`src/rtl/muldiv_pkg.sv`:
```
// muldiv_pkg: shared definitions for the HI/LO multiply/divide unit.
//   - Funct field encodings for the R-type ops the unit decodes.
//   - state_t: FSM states (IDLE, MUL, DIV, FIX).
//   - op_class_t: decoded operation class (NONE, MF, MT, MUL, DIV).
package muldiv_pkg;

    localparam logic [5:0] F_MFHI  = 6'h10;
    localparam logic [5:0] F_MTHI  = 6'h11;
    localparam logic [5:0] F_MFLO  = 6'h12;
    localparam logic [5:0] F_MTLO  = 6'h13;
    localparam logic [5:0] F_MULT  = 6'h18;
    localparam logic [5:0] F_MULTU = 6'h19;
    localparam logic [5:0] F_DIV   = 6'h1A;
    localparam logic [5:0] F_DIVU  = 6'h1B;

    typedef enum logic [1:0] {
        S_IDLE = 2'd0,
        S_MUL  = 2'd1,
        S_DIV  = 2'd2,
        S_FIX  = 2'd3
    } state_t;

    typedef enum logic [2:0] {
        OPC_NONE = 3'd0,
        OPC_MF   = 3'd1,
        OPC_MT   = 3'd2,
        OPC_MUL  = 3'd3,
        OPC_DIV  = 3'd4
    } op_class_t;

endpackage

```
`src/rtl/muldiv_core.sv`:
```
// muldiv_core: radix-2 iterative datapath for the HI/LO unit.
//   Multiply: shift-add, multiplier shifts out of acc_lo LSB-first while the
//   partial product shifts in from acc_hi. Divide: restoring shift-subtract,
//   dividend shifts out of acc_lo MSB-first, quotient bits shift in.
//   Operands are held as magnitudes; sign correction is applied to the
//   res_hi/res_lo outputs, which the owner samples during its FIX cycle.
// Ports:
//   clk, reset        clock, synchronous active-high reset
//   load              latch operands/sign flags, clear counter
//   signed_op         treat operands as two's complement (mult/div)
//   div_op            divide rather than multiply
//   step              perform one iteration
//   rs_data, rt_data  operands
//   last_step         the current step is the WIDTH-th
//   res_hi, res_lo    sign-corrected HI/LO result
// Build option: MULDIV_DIV_EN enables the divide datapath.
module muldiv_core
    import muldiv_pkg::*;
#(
    parameter int WIDTH = 32,
    parameter int CNT_W = $clog2(WIDTH) + 1
) (
    input  logic             clk,
    input  logic             reset,
    input  logic             load,
    input  logic             signed_op,
    input  logic             div_op,
    input  logic             step,
    input  logic [WIDTH-1:0] rs_data,
    input  logic [WIDTH-1:0] rt_data,
    output logic             last_step,
    output logic [WIDTH-1:0] res_hi,
    output logic [WIDTH-1:0] res_lo
);

    logic               sign_a;
    logic               sign_b;
    logic [WIDTH-1:0]   mag_a;
    logic [WIDTH-1:0]   mag_b;
    logic [WIDTH-1:0]   mag;
    logic [WIDTH-1:0]   acc_hi;
    logic [WIDTH-1:0]   acc_lo;
    logic [CNT_W-1:0]   cnt;
    logic               neg_q;
    logic [WIDTH:0]     add_sum;
    logic [2*WIDTH-1:0] prod;

    assign sign_a = signed_op & rs_data[WIDTH-1];
    assign sign_b = signed_op & rt_data[WIDTH-1];
    assign mag_a  = sign_a ? -rs_data : rs_data;
    assign mag_b  = sign_b ? -rt_data : rt_data;

    assign add_sum   = {1'b0, acc_hi} + (acc_lo[0] ? {1'b0, mag} : {(WIDTH+1){1'b0}});
    assign last_step = (cnt == CNT_W'(WIDTH - 1));
    assign prod      = neg_q ? -{acc_hi, acc_lo} : {acc_hi, acc_lo};

`ifdef MULDIV_DIV_EN
    logic           is_div;
    logic           neg_r;
    logic           b_zero;
    logic [WIDTH:0] shifted;
    logic [WIDTH:0] diff;
    logic           ge;

    // The partial remainder is always below the divisor, so WIDTH+1 bits
    // hold the shifted value and bit WIDTH of the difference is the borrow.
    assign shifted = {acc_hi, acc_lo[WIDTH-1]};
    assign diff    = shifted - {1'b0, mag};
    assign ge      = ~diff[WIDTH];
`else
    logic unused_div_op;
    assign unused_div_op = div_op;
`endif

    always_ff @(posedge clk) begin
        if (reset) begin
            mag    <= '0;
            acc_hi <= '0;
            acc_lo <= '0;
            cnt    <= '0;
            neg_q  <= 1'b0;
`ifdef MULDIV_DIV_EN
            is_div <= 1'b0;
            neg_r  <= 1'b0;
            b_zero <= 1'b0;
`endif
        end else if (load) begin
            cnt    <= '0;
            acc_hi <= '0;
            neg_q  <= sign_a ^ sign_b;
`ifdef MULDIV_DIV_EN
            is_div <= div_op;
            neg_r  <= sign_a;
            b_zero <= (rt_data == '0);
            acc_lo <= div_op ? mag_a : mag_b;
            mag    <= div_op ? mag_b : mag_a;
`else
            acc_lo <= mag_b;
            mag    <= mag_a;
`endif
        end else if (step) begin
            cnt <= cnt + CNT_W'(1);
`ifdef MULDIV_DIV_EN
            if (is_div) begin
                acc_hi <= ge ? diff[WIDTH-1:0] : shifted[WIDTH-1:0];
                acc_lo <= {acc_lo[WIDTH-2:0], ge};
            end else begin
                acc_hi <= add_sum[WIDTH:1];
                acc_lo <= {add_sum[0], acc_lo[WIDTH-1:1]};
            end
`else
            acc_hi <= add_sum[WIDTH:1];
            acc_lo <= {add_sum[0], acc_lo[WIDTH-1:1]};
`endif
        end
    end

`ifdef MULDIV_DIV_EN
    // Divide by zero leaves the dividend magnitude in the remainder, which
    // the remainder sign rule turns back into rs_data; only LO is forced.
    always_comb begin
        res_hi = prod[2*WIDTH-1:WIDTH];
        res_lo = prod[WIDTH-1:0];
        if (is_div) begin
            res_hi = neg_r ? -acc_hi : acc_hi;
            res_lo = b_zero ? {WIDTH{1'b1}} : (neg_q ? -acc_lo : acc_lo);
        end
    end
`else
    assign res_hi = prod[2*WIDTH-1:WIDTH];
    assign res_lo = prod[WIDTH-1:0];
`endif

endmodule

```
`src/rtl/muldiv_unit.sv`:
```
// muldiv_unit: multi-cycle HI/LO multiply/divide execution unit.
//   Decodes mult/multu/div/divu/mfhi/mthi/mflo/mtlo (OpCode == 0), owns the
//   HI/LO registers, sequences muldiv_core and stalls the execute stage.
// Handshake: op_valid presents an instruction; stall is the inverse of ready.
//   A decoded op is accepted on the first rising edge where op_valid is high
//   and stall is low; its operands are sampled on that edge. Undecoded
//   instructions never stall.
// Ports:
//   clk, reset          clock, synchronous active-high reset
//   op_valid            execute-stage instruction valid
//   OpCode, Funct       instruction fields
//   rs_data, rt_data    operands
//   stall               hold the execute stage this cycle
//   busy                iterative operation in flight (MUL/DIV/FIX)
//   hilo_rdata          mfhi/mflo read data, 0 otherwise
//   dbg_state           current FSM state (state_t encoding)
// Build option: MULDIV_DIV_EN enables div/divu and the DIV state.
module muldiv_unit
    import muldiv_pkg::*;
#(
    parameter int WIDTH = 32,
    parameter int CNT_W = $clog2(WIDTH) + 1
) (
    input  logic             clk,
    input  logic             reset,
    input  logic             op_valid,
    input  logic [5:0]       OpCode,
    input  logic [5:0]       Funct,
    input  logic [WIDTH-1:0] rs_data,
    input  logic [WIDTH-1:0] rt_data,
    output logic             stall,
    output logic             busy,
    output logic [WIDTH-1:0] hilo_rdata,
    output logic [1:0]       dbg_state
);

    state_t           state;
    state_t           state_next;
    op_class_t        op_class;
    logic             decoded;
    logic             start;
    logic             mt_we;
    logic             core_step;
    logic             fix_we;
    logic             last_step;
    logic [WIDTH-1:0] res_hi;
    logic [WIDTH-1:0] res_lo;
    logic [WIDTH-1:0] hi;
    logic [WIDTH-1:0] lo;

    always_comb begin
        op_class = OPC_NONE;
        if (OpCode == 6'd0) begin
            case (Funct)
                F_MFHI, F_MFLO:  op_class = OPC_MF;
                F_MTHI, F_MTLO:  op_class = OPC_MT;
                F_MULT, F_MULTU: op_class = OPC_MUL;
`ifdef MULDIV_DIV_EN
                F_DIV, F_DIVU:   op_class = OPC_DIV;
`endif
                default:         op_class = OPC_NONE;
            endcase
        end
    end

    assign decoded   = op_valid && (op_class != OPC_NONE);
    assign busy      = (state != S_IDLE);
    assign stall     = decoded && busy;
    assign start     = decoded && !busy && ((op_class == OPC_MUL) || (op_class == OPC_DIV));
    assign mt_we     = decoded && !busy && (op_class == OPC_MT);
    assign dbg_state = state;

    always_ff @(posedge clk) begin
        if (reset) begin
            state <= S_IDLE;
        end else begin
            state <= state_next;
        end
    end

    always_comb begin
        state_next = state;
        core_step  = 1'b0;
        fix_we     = 1'b0;
        case (state)
            S_IDLE: begin
                if (start) begin
                    state_next = (op_class == OPC_DIV) ? S_DIV : S_MUL;
                end
            end
            S_MUL: begin
                core_step = 1'b1;
                if (last_step) begin
                    state_next = S_FIX;
                end
            end
`ifdef MULDIV_DIV_EN
            S_DIV: begin
                core_step = 1'b1;
                if (last_step) begin
                    state_next = S_FIX;
                end
            end
`endif
            S_FIX: begin
                fix_we     = 1'b1;
                state_next = S_IDLE;
            end
            default: state_next = S_IDLE;
        endcase
    end

    muldiv_core #(
        .WIDTH (WIDTH),
        .CNT_W (CNT_W)
    ) u_core (
        .clk       (clk),
        .reset     (reset),
        .load      (start),
        .signed_op (~Funct[0]),
        .div_op    (op_class == OPC_DIV),
        .step      (core_step),
        .rs_data   (rs_data),
        .rt_data   (rt_data),
        .last_step (last_step),
        .res_hi    (res_hi),
        .res_lo    (res_lo)
    );

    // FIX and mt writes are exclusive: mt is only accepted when not busy.
    always_ff @(posedge clk) begin
        if (reset) begin
            hi <= '0;
            lo <= '0;
        end else if (fix_we) begin
            hi <= res_hi;
            lo <= res_lo;
        end else if (mt_we) begin
            if (Funct == F_MTHI) begin
                hi <= rs_data;
            end else begin
                lo <= rs_data;
            end
        end
    end

    assign hilo_rdata = (decoded && (op_class == OPC_MF)) ? ((Funct == F_MFHI) ? hi : lo) : '0;

endmodule

```
`config.mk`:
```
export PLATFORM = sky130hd
export DESIGN_NAME = muldiv_unit
export DESIGN_NICKNAME = d
export VERILOG_FILES = /design/src/rtl/muldiv_pkg.sv /design/src/rtl/muldiv_core.sv /design/src/rtl/muldiv_unit.sv
export SDC_FILE = /design/constraint.sdc
export NUM_CORES = 1
export LEC_CHECK = 0
export BUFFER_PORTS_ARGS = -buffer_cell sky130_fd_sc_hd__buf_2
export CAP_MARGIN = 30
export CORE_ASPECT_RATIO = 1.4
export CORE_MARGIN = 2
export CORE_UTILIZATION = 60
export CTS_BUF_LIST = sky130_fd_sc_hd__clkbuf_8 sky130_fd_sc_hd__clkbuf_16
export CTS_CLUSTER_SIZE = 28
export DETAILED_ROUTE_END_ITERATION = 10
export PLACE_DENSITY = 0.82
export SYNTH_ARGS = -nofsm -noshare
export SYNTH_HDL_FRONTEND = slang
export SYNTH_HIERARCHICAL = 1
export SYNTH_SLANG_ARGS = --single-unit
export TNS_END_PERCENT = 10
```
`constraint.sdc`:
```
create_clock -name clk -period 4.31 [get_ports clk]
set_clock_uncertainty 0.05 [all_clocks]
set_input_delay 0.2155 -clock clk [delete_from_list [all_inputs] [get_ports clk]]
set_output_delay 0.2155 -clock clk [all_outputs]
set_load 0.03 [all_outputs]
```
Word-level counts from Yosys, hierarchy flattened
Cells that the tools add are included.
Widths: inputs -> output; s select.

cells by class
  add/subtract/negate cells = 5
  $mul = 0
  divide/modulo/power cells = 0
  magnitude comparators = 0
  eq/ne operators = 16
  shift-type cells = 0
  mux-type cells = 22
  bitwise gates (word level) = 4
  reduce and logical (&&, ||, !) cells = 22

operators with widths
  operator             number
  $mux 32              13
  $mux 64              1
  $neg 32->32          2
  $neg 64->64          1
  $eq 6x5->1 const B   7
  $add 32x33->33       1
  $mux 2               4
  $reduce_bool 2->1    4
  $reduce_or 2->1      4
  $add 6x1->6 const B  1
  $eq 3x2->1 const B   2
  $logic_and 1x1->1    6
  $logic_not 6->1      1
  $ne 2x2->1 const B   3
  $pmux 2 s3           1
  $reduce_and 2->1     3
  $pmux 2 s2           1
  $eq 3x1->1 const B   1
  $eq 3x3->1 const B   1
  $reduce_bool 3->1    1
  $and 1x1->1          2
  $eq 2x1->1 const B   1
  $eq 2x2->1 const B   1
  $logic_not 2->1      1
  other kinds (5)      6

storage, ports and cells
  bits in registers = 169
  latch bits = 0
  bits in writable memories = 0
  ROM bits = 0
  bits of input ports = 79
  output and inout bits = 36
  logic and storage cells = 77
  memories = 0

Longest topological paths before layout
Gate-level depths: netlist of the first run.

  depth in word-level cells = 10
  mapped depth = 11
  gate-level depth less buffers = 11

Hierarchy
Netlist of the first run, hierarchy kept.

by module, submodules not included
  module       instances  cells an instance  area each (um^2)  sequential area each (um^2)
  muldiv_core  1          1085               8490.6            2062.0
  muldiv_unit  1          579                4842.1            1321.3

Worst setup path after synthesis of the first run
No wires, ideal clock.

  kind = flip-flop to flip-flop
  start point = register u_core.acc_lo[0]
  end point = register u_core.acc_hi[27]
  library setup time = 0.106 ns
  data arrival time = 2.915 ns
  data required time = 4.154 ns
  slack = 1.239 ns
  stages on the path, launching flop included = 12
  path buffers = 1
  clock period less this slack = 3.071 ns
  cell sequence = dfxtp_1 clkbuf_1 and2_1 ha_1 fa_1 a21o_1 a221oi_1 o211a_1 o31a_1 o31ai_1 o31a_1 o311ai_0

on the way
  longest elaborated chain between the ends = 2

ends and longest elaborated chain
  item                      line                text
  start: declaration        muldiv_core.sv:42   logic [WIDTH-1:0] acc_lo;
  start signal: assignment  muldiv_core.sv:98   acc_lo <= mag_b;
  start signal: assignment  muldiv_core.sv:113  acc_lo <= {add_sum[0], acc_lo[WIDTH-1:1]};
  $mux 32                   muldiv_core.sv:53   assign add_sum = {1'b0, acc_hi} + (acc_lo[0] ? {1'b0, mag} : {(WIDTH+1){1'b0}});
  $add 32x33->33            muldiv_core.sv:53
  end signal: assignment    muldiv_core.sv:112  acc_hi <= add_sum[WIDTH:1];
  end: declaration          muldiv_core.sv:41   logic [WIDTH-1:0] acc_hi;

No other way between the ends.
A chain may end at the register's enable or synchronous reset.

Worst setup path after layout of the first run
Same ends and word-level chain as after synthesis.

==> results.yml, run 1 <==
floorplanning:
  boundaryPins: 115
  rows: 64
  die_h_um: 180.4
  core-area_um2: 21860
  die_area_um2: 23440
  die_w_um: 130.0
  start_util_pct: 60.97
finish:
  drive_above_1_share_pct: 14.67
  stdcell_count: 1960
  diodes: 0
  final_nets: 1767
  syn2layout_area_growth_pct: 8.983
  post-route-util_pct: 66.45
power:
  ir_drop_v: 0.0003062
  leakagePower_uw: 0.005064
  power_density_nw_per_um2: 249.8
  power.total_uw: 3629
worst_setup_path:
  required_ns: 4.60
  worstSetupPathType: "reg -> reg"
  worst_ep_arrival_time_ns: 3.62
  cp-end-kind: "register"
  cp_max_fo: 10
  cp-start-kind: "register"
grt:
  grt_pass1_wl_um: 67480
  overflow: 0
  grt_pass1_vias: 12730
  grt_max_degree: 110
  grt_antenna_before_repair: 1
  grt.total_usage_pct: 36.35
timing:
  fin_crit_sh_pct: 77.38
  finalSetupViolations: 0
  fin_crit_ns: 3.335
  max_slew.worst_pin.slew_ns: 0.9892
  final_max_slew_viol_count: 0
  final_hold_viol_count: 0
  grt_setup_unrepaired: "false"
  finalSetupTns_ns: 0
  fmax_mhz: 299.8
  relSlewSlack_pct: 34.05
clock_tree:
  post_cts_resized: 0
  cts_tree: "yes"
  cts_sinks: 169
  numCtsBuffers: 17
  clk_pin_slew_ns: 0.07
  insertion_delay_ns: 0.45
  ctsLongestPathBuffers: 2
  holdBufCountCts: 0
  postCtsSetupBuffers: 0
  htreeDepth: 4
  root_buffer: "clkbuf_16"
place:
  dp.cells: 1925
  dp_hpwl_um: 30270
  gp_routability_congestion: 0.9375
  port_buffers: 114
logic_synthesis:
  syn_inst: 1663
  syn_area_um2: 13330
  syn_nets: 1779
  synth.avg_cell_area_um2: 8.015
  yosysWarnings: 6
min_path:
  hp-class: "in -> reg"
routing:
  num_vias: 13790
  drc_errors: 0
  viasPerCell: 7.038
  drt_iter0_drc: 1842
  final_antenna_net_count: 0
  routed_wl_um: 43350
  wl_per_cell_um: 22.12
  dr.pass1.iters: 6
run_status:
  status: "finished, final reports clean"
run:
  timing.max_cap.violations: 0
per-layer routing:
layer / vias up / share of wire, % / wire (um) / global-route usage [%]
met5: - / 0 / 0 / 0
met2: 781 / 48 / 20640 / 60.00
met1: 6505 / 38 / 16320 / 43.03
met4: 0 / 7.4 / 3229 / 24.00
met3: 177 / 7.3 / 3170 / 5.582
li1: 6331 / - / - / -
critical path: stages (launching register included):
cell      delay, ns
dfxtp_1        0.37
and2_1         0.18
ha_1           0.20
fa_1           0.41
a21o_1         0.22
a221oi_1       0.53
o211a_1        0.32
o31a_1         0.23
o31ai_1        0.14
o31a_1         0.26
o311ai_0       0.31
flip-flops by register name, indices dropped and copies added (netlist names):
name	cells
hi	32
lo	32
u_core/acc_hi	32
u_core/acc_lo	32
u_core/mag	32
u_core/cnt	6
dbg_state	2
u_core/neg_q	1
cell usage in the layout, fill, tap and decap left out, types with 56 or more instances in the layout:
| cell | n |
|---|---|
| a211oi_1 | 75 |
| a21oi_1 | 87 |
| a31oi_1 | 71 |
| buf_2 | 114 |
| dfxtp_1 | 168 |
| nand2_1 | 79 |
| nand3_1 | 56 |
| nand4_1 | 78 |
| nor2_1 | 77 |
| o21ai_0 | 113 |
| o21bai_1 | 68 |
| xnor2_1 | 96 |
path summary, 6_finish.rpt:
check	startpoint	endpoint	slack [ns]	depth (start not counted)
worst max-delay path	u_core/acc_lo[0]	u_core/acc_hi[27]	0.97	10
worst min register to register	u_core/mag[30]	u_core/mag[30]	0.41	2
worst max register to register	u_core/acc_lo[0]	u_core/acc_hi[27]	0.97	10
worst min-delay path	rt_data[1]	u_core/acc_lo[1]	0.01	3
power breakdown:
| group | switching, uW | leakage, uW | internal (uW) | total, uW |
|---|---|---|---|---|
| clock network | 672 | 0.000315 | 1040 | 1710 |
| registers | 0.338 | 0.00136 | 1560 | 1560 |
| logic | 245 | 0.00339 | 113 | 358 |
through the flow:
step	cell area, um^2	hold slack [ns]	setup slack, ns
2_1_floorplan	13330	0.3123	1.239
3_3_place_gp	13790	0.3848	1.089
3_5_place_dp	13810	0.3907	0.9856
4_1_cts	14450	0.002671	0.9699
5_1_grt	14530	0.03713	0.7421
6_report	14530	0.01131	0.9747
layout make-up:
class,instances,area (um^2)
clock inverter,13,203.9
inverter,24,90.09
sequential,169,3385
multi-input combinational,1305,9249
fill,1850,7335
timing repair buffer,134,788.3
clock buffer,18,439.2
tap,297,371.6
(Power assumes the default switching activity.)
==> inputs of run 2 (changes only) <==
--- a/config.mk
+++ b/config.mk
@@ -5,6 +5,7 @@
 export SDC_FILE = /design/constraint.sdc
 export NUM_CORES = 1
 export LEC_CHECK = 0
+export ABC_AREA = 1
 export BUFFER_PORTS_ARGS = -buffer_cell sky130_fd_sc_hd__buf_2
 export CAP_MARGIN = 30
 export CORE_ASPECT_RATIO = 1.4
==> constraint.sdc (replaced) <==
create_clock -name clk -period 3.3 [get_ports clk]
set_clock_uncertainty 0.05 [all_clocks]
set_input_delay 0.165 -clock clk [delete_from_list [all_inputs] [get_ports clk]]
set_output_delay 0.165 -clock clk [all_outputs]
set_load 0.03 [all_outputs]
==> run 2 against run 1 <==
  * Wire length rose by 19%
  * Clock power increased by 18%
  * Non-clock buffer count up 8
  * Utilization shrank 0.40 points
  * Design area is 7.9% higher
  * Global-route usage up 4.2 points
  * Synthesized cell count is 50% higher
  * Clock-buffer cell count increased by 1
  * Combinational power rose by 5.6%
  * Power up 22%
  * Critical path type unchanged
  * Critical endpoint is now lo[22]
  * Largest cell class unchanged
  * Largest power group is now registers
==> results.yml, run 2 <==
timing:
  setup_slack_ns: 0.6730
  fmax_mhz: 380.7
  fin_crit_ns: 2.627
  finalSetupViolations: 0
  relSlewSlack_pct: 50.45
  fin_crit_sh_pct: 79.60
  final_max_slew_viol_count: 0
  max_slew.worst_pin.slew_ns: 0.7433
  finalSetupTns_ns: 0
  grt_setup_unrepaired: "false"
  final_hold_viol_count: 0
min_path:
  hold_depth: 4
  hold_end: "u_core/mag[25]"
  hp-class: "in -> reg"
  min_from: "rs_data[25]"
routing:
  num_vias: 16610
  drt_iter0_drc: 1816
  viasPerCell: 5.771
  final_antenna_net_count: 0
  dr.pass1.iters: 9
  routed_wl_um: 51510
  wl_per_cell_um: 17.89
  drc_errors: 0
grt:
  grt_max_degree: 88
  grt_pass1_wl_um: 81340
  overflow: 0
  grt.total_usage_pct: 40.55
  grt_pass1_vias: 15520
  grt_antenna_before_repair: 0
finish:
  drive_above_1_share_pct: 9.809
  diodes: 0
  post-route-util_pct: 66.05
  final_cell_mix: "805 x nand2_1, 291 x inv_1, 248 x nand3_1"
  n_fill_cell: 2276
  final_nets: 2674
  final_common_cell: "nand2_1"
  syn2layout_area_growth_pct: 9.219
worst_setup_path:
  required_ns: 3.60
  worstSetupPathType: "reg -> reg"
  path_cells: "inv_1, ha_1, nand3_4, nor2_4, nand3_4, nor2_4, nand2_2, o21ai_4, xor2_1, nand3_1, nand2_1, nand2_1, a21oi_1"
  crit_slowest_cell: "xor2_1"
  cp-end-kind: "register"
  slowest_delay_ns: 0.33
  r2r-end: "lo[22]"
  rr_startpoint: "u_core/acc_lo[1]"
  ff2ff_path_depth: 13
  cp-start-kind: "register"
  cp_max_fo: 5
  reg2reg_slack_ns: 0.67
  worst_ep_arrival_time_ns: 2.93
logic_synthesis:
  synth.avg_cell_area_um2: 5.734
  syn_inst: 2502
  yosysWarnings: 6
  syn_nets: 2618
  syn_area_um2: 14350
power:
  seq_power_share_pct: 45.9
  internal_power_uw: 3301
  clock_power_share_pct: 45.5
  leakagePower_uw: 0.008209
  power.total_uw: 4437
  power_switching_uw: 1136
  power_density_nw_per_um2: 283.2
  combPwrFrac_pct: 8.5
  ir_drop_v: 0.0003769
  netSwitchingFraction_pct: 25.59
clock_tree:
  numCtsBuffers: 17
  holdBufCountCts: 3
  clk_pin_slew_ns: 0.07
  ctsLongestPathBuffers: 2
  cts_sinks: 169
  post_cts_resized: 0
  postCtsSetupBuffers: 0
  insertion_delay_ns: 0.45
  cts_tree: "yes"
  root_buffer: "clkbuf_16"
  htreeDepth: 4
floorplanning:
  rows: 67
  die_w_um: 134.7
  start_util_pct: 60.47
  die_h_um: 187.0
  core-area_um2: 23720
  boundaryPins: 115
  die_area_um2: 25180
place:
  dp_hpwl_um: 40100
  port_buffers: 114
  place_ws_ns: 0.6185
  gp_routability_congestion: 1.042
run_status:
  status: "finished, final reports clean"
run:
  timing.max_cap.violations: 0
## run 2: worst max path at each step
stage	startpoint	slack [ns]	to
2_1_floorplan	u_core/acc_lo[0]	1.05	u_core/acc_hi[27]
3_3_place_gp	Funct[0]	0.67	u_core/mag[3]
3_5_place_dp	Funct[0]	0.62	u_core/mag[3]
4_1_cts	u_core/acc_lo[0]	0.72	u_core/acc_hi[17]
5_1_grt	u_core/acc_lo[0]	0.49	u_core/acc_hi[17]
6_report	u_core/acc_lo[1]	0.67	lo[22]
## run 2: critical path: cells and delay by family (launching register included)
family / cells / cell delay (ns)
buffers and inverters: 1 / 0.15
and+or+nand+nor: 8 / 0.96
AOI/OAI and AO/OA: 2 / 0.44
xor gates and xnor gates: 1 / 0.33
DFF: 1 / 0.31
adders and majority gates: 1 / 0.29
## run 2: final cells by class
class                   count  area [um^2]  share of cell area, %
inverters                 302         1134                  7.235
repair buffers            142        800.8                  5.111
clock buffers              19        452.9                  2.891
well taps                 310        387.9                  2.475
flip-flops and latches    169         3386                  21.61
clock inverters            11        123.9                 0.7905
multi-input cells        1926         9384                  59.89
## run 2: through the flow
| stage | instance area [um^2] | instances | hold WS [ns] |
|---|---|---|---|
| floorplan | 14350 | 2502 | 0.2644 |
| global placement | 15060 | 2846 | 0.3929 |
| detailed placement | 15060 | 2846 | 0.3986 |
| CTS | 15670 | 2879 | 0.001770 |
| global route | 15670 | 2879 | 0.02334 |
| finish | 15670 | 2879 | 0.01057 |
## run 2: per-layer routing
layer | part of all wire [%] | vias up | global-route usage [%]
met5 | 0 | - | 0
met4 | 5.9 | 0 | 22.67
met3 | 8.6 | 173 | 5.312
met2 | 45 | 893 | 63.96
met1 | 40 | 7477 | 53.14
li1 | - | 8071 | -
## run 2: power groups by stage
stage | clock network, uW | logic [uW] | registers (uW)
after floorplan | 0 | 211 | 2090
after CTS | 2020 | 370 | 2040
after global routing | 2110 | 413 | 2040
final | 2020 | 378 | 2040
after global placement | 0 | 363 | 2090
after detailed placement | 0 | 366 | 2090
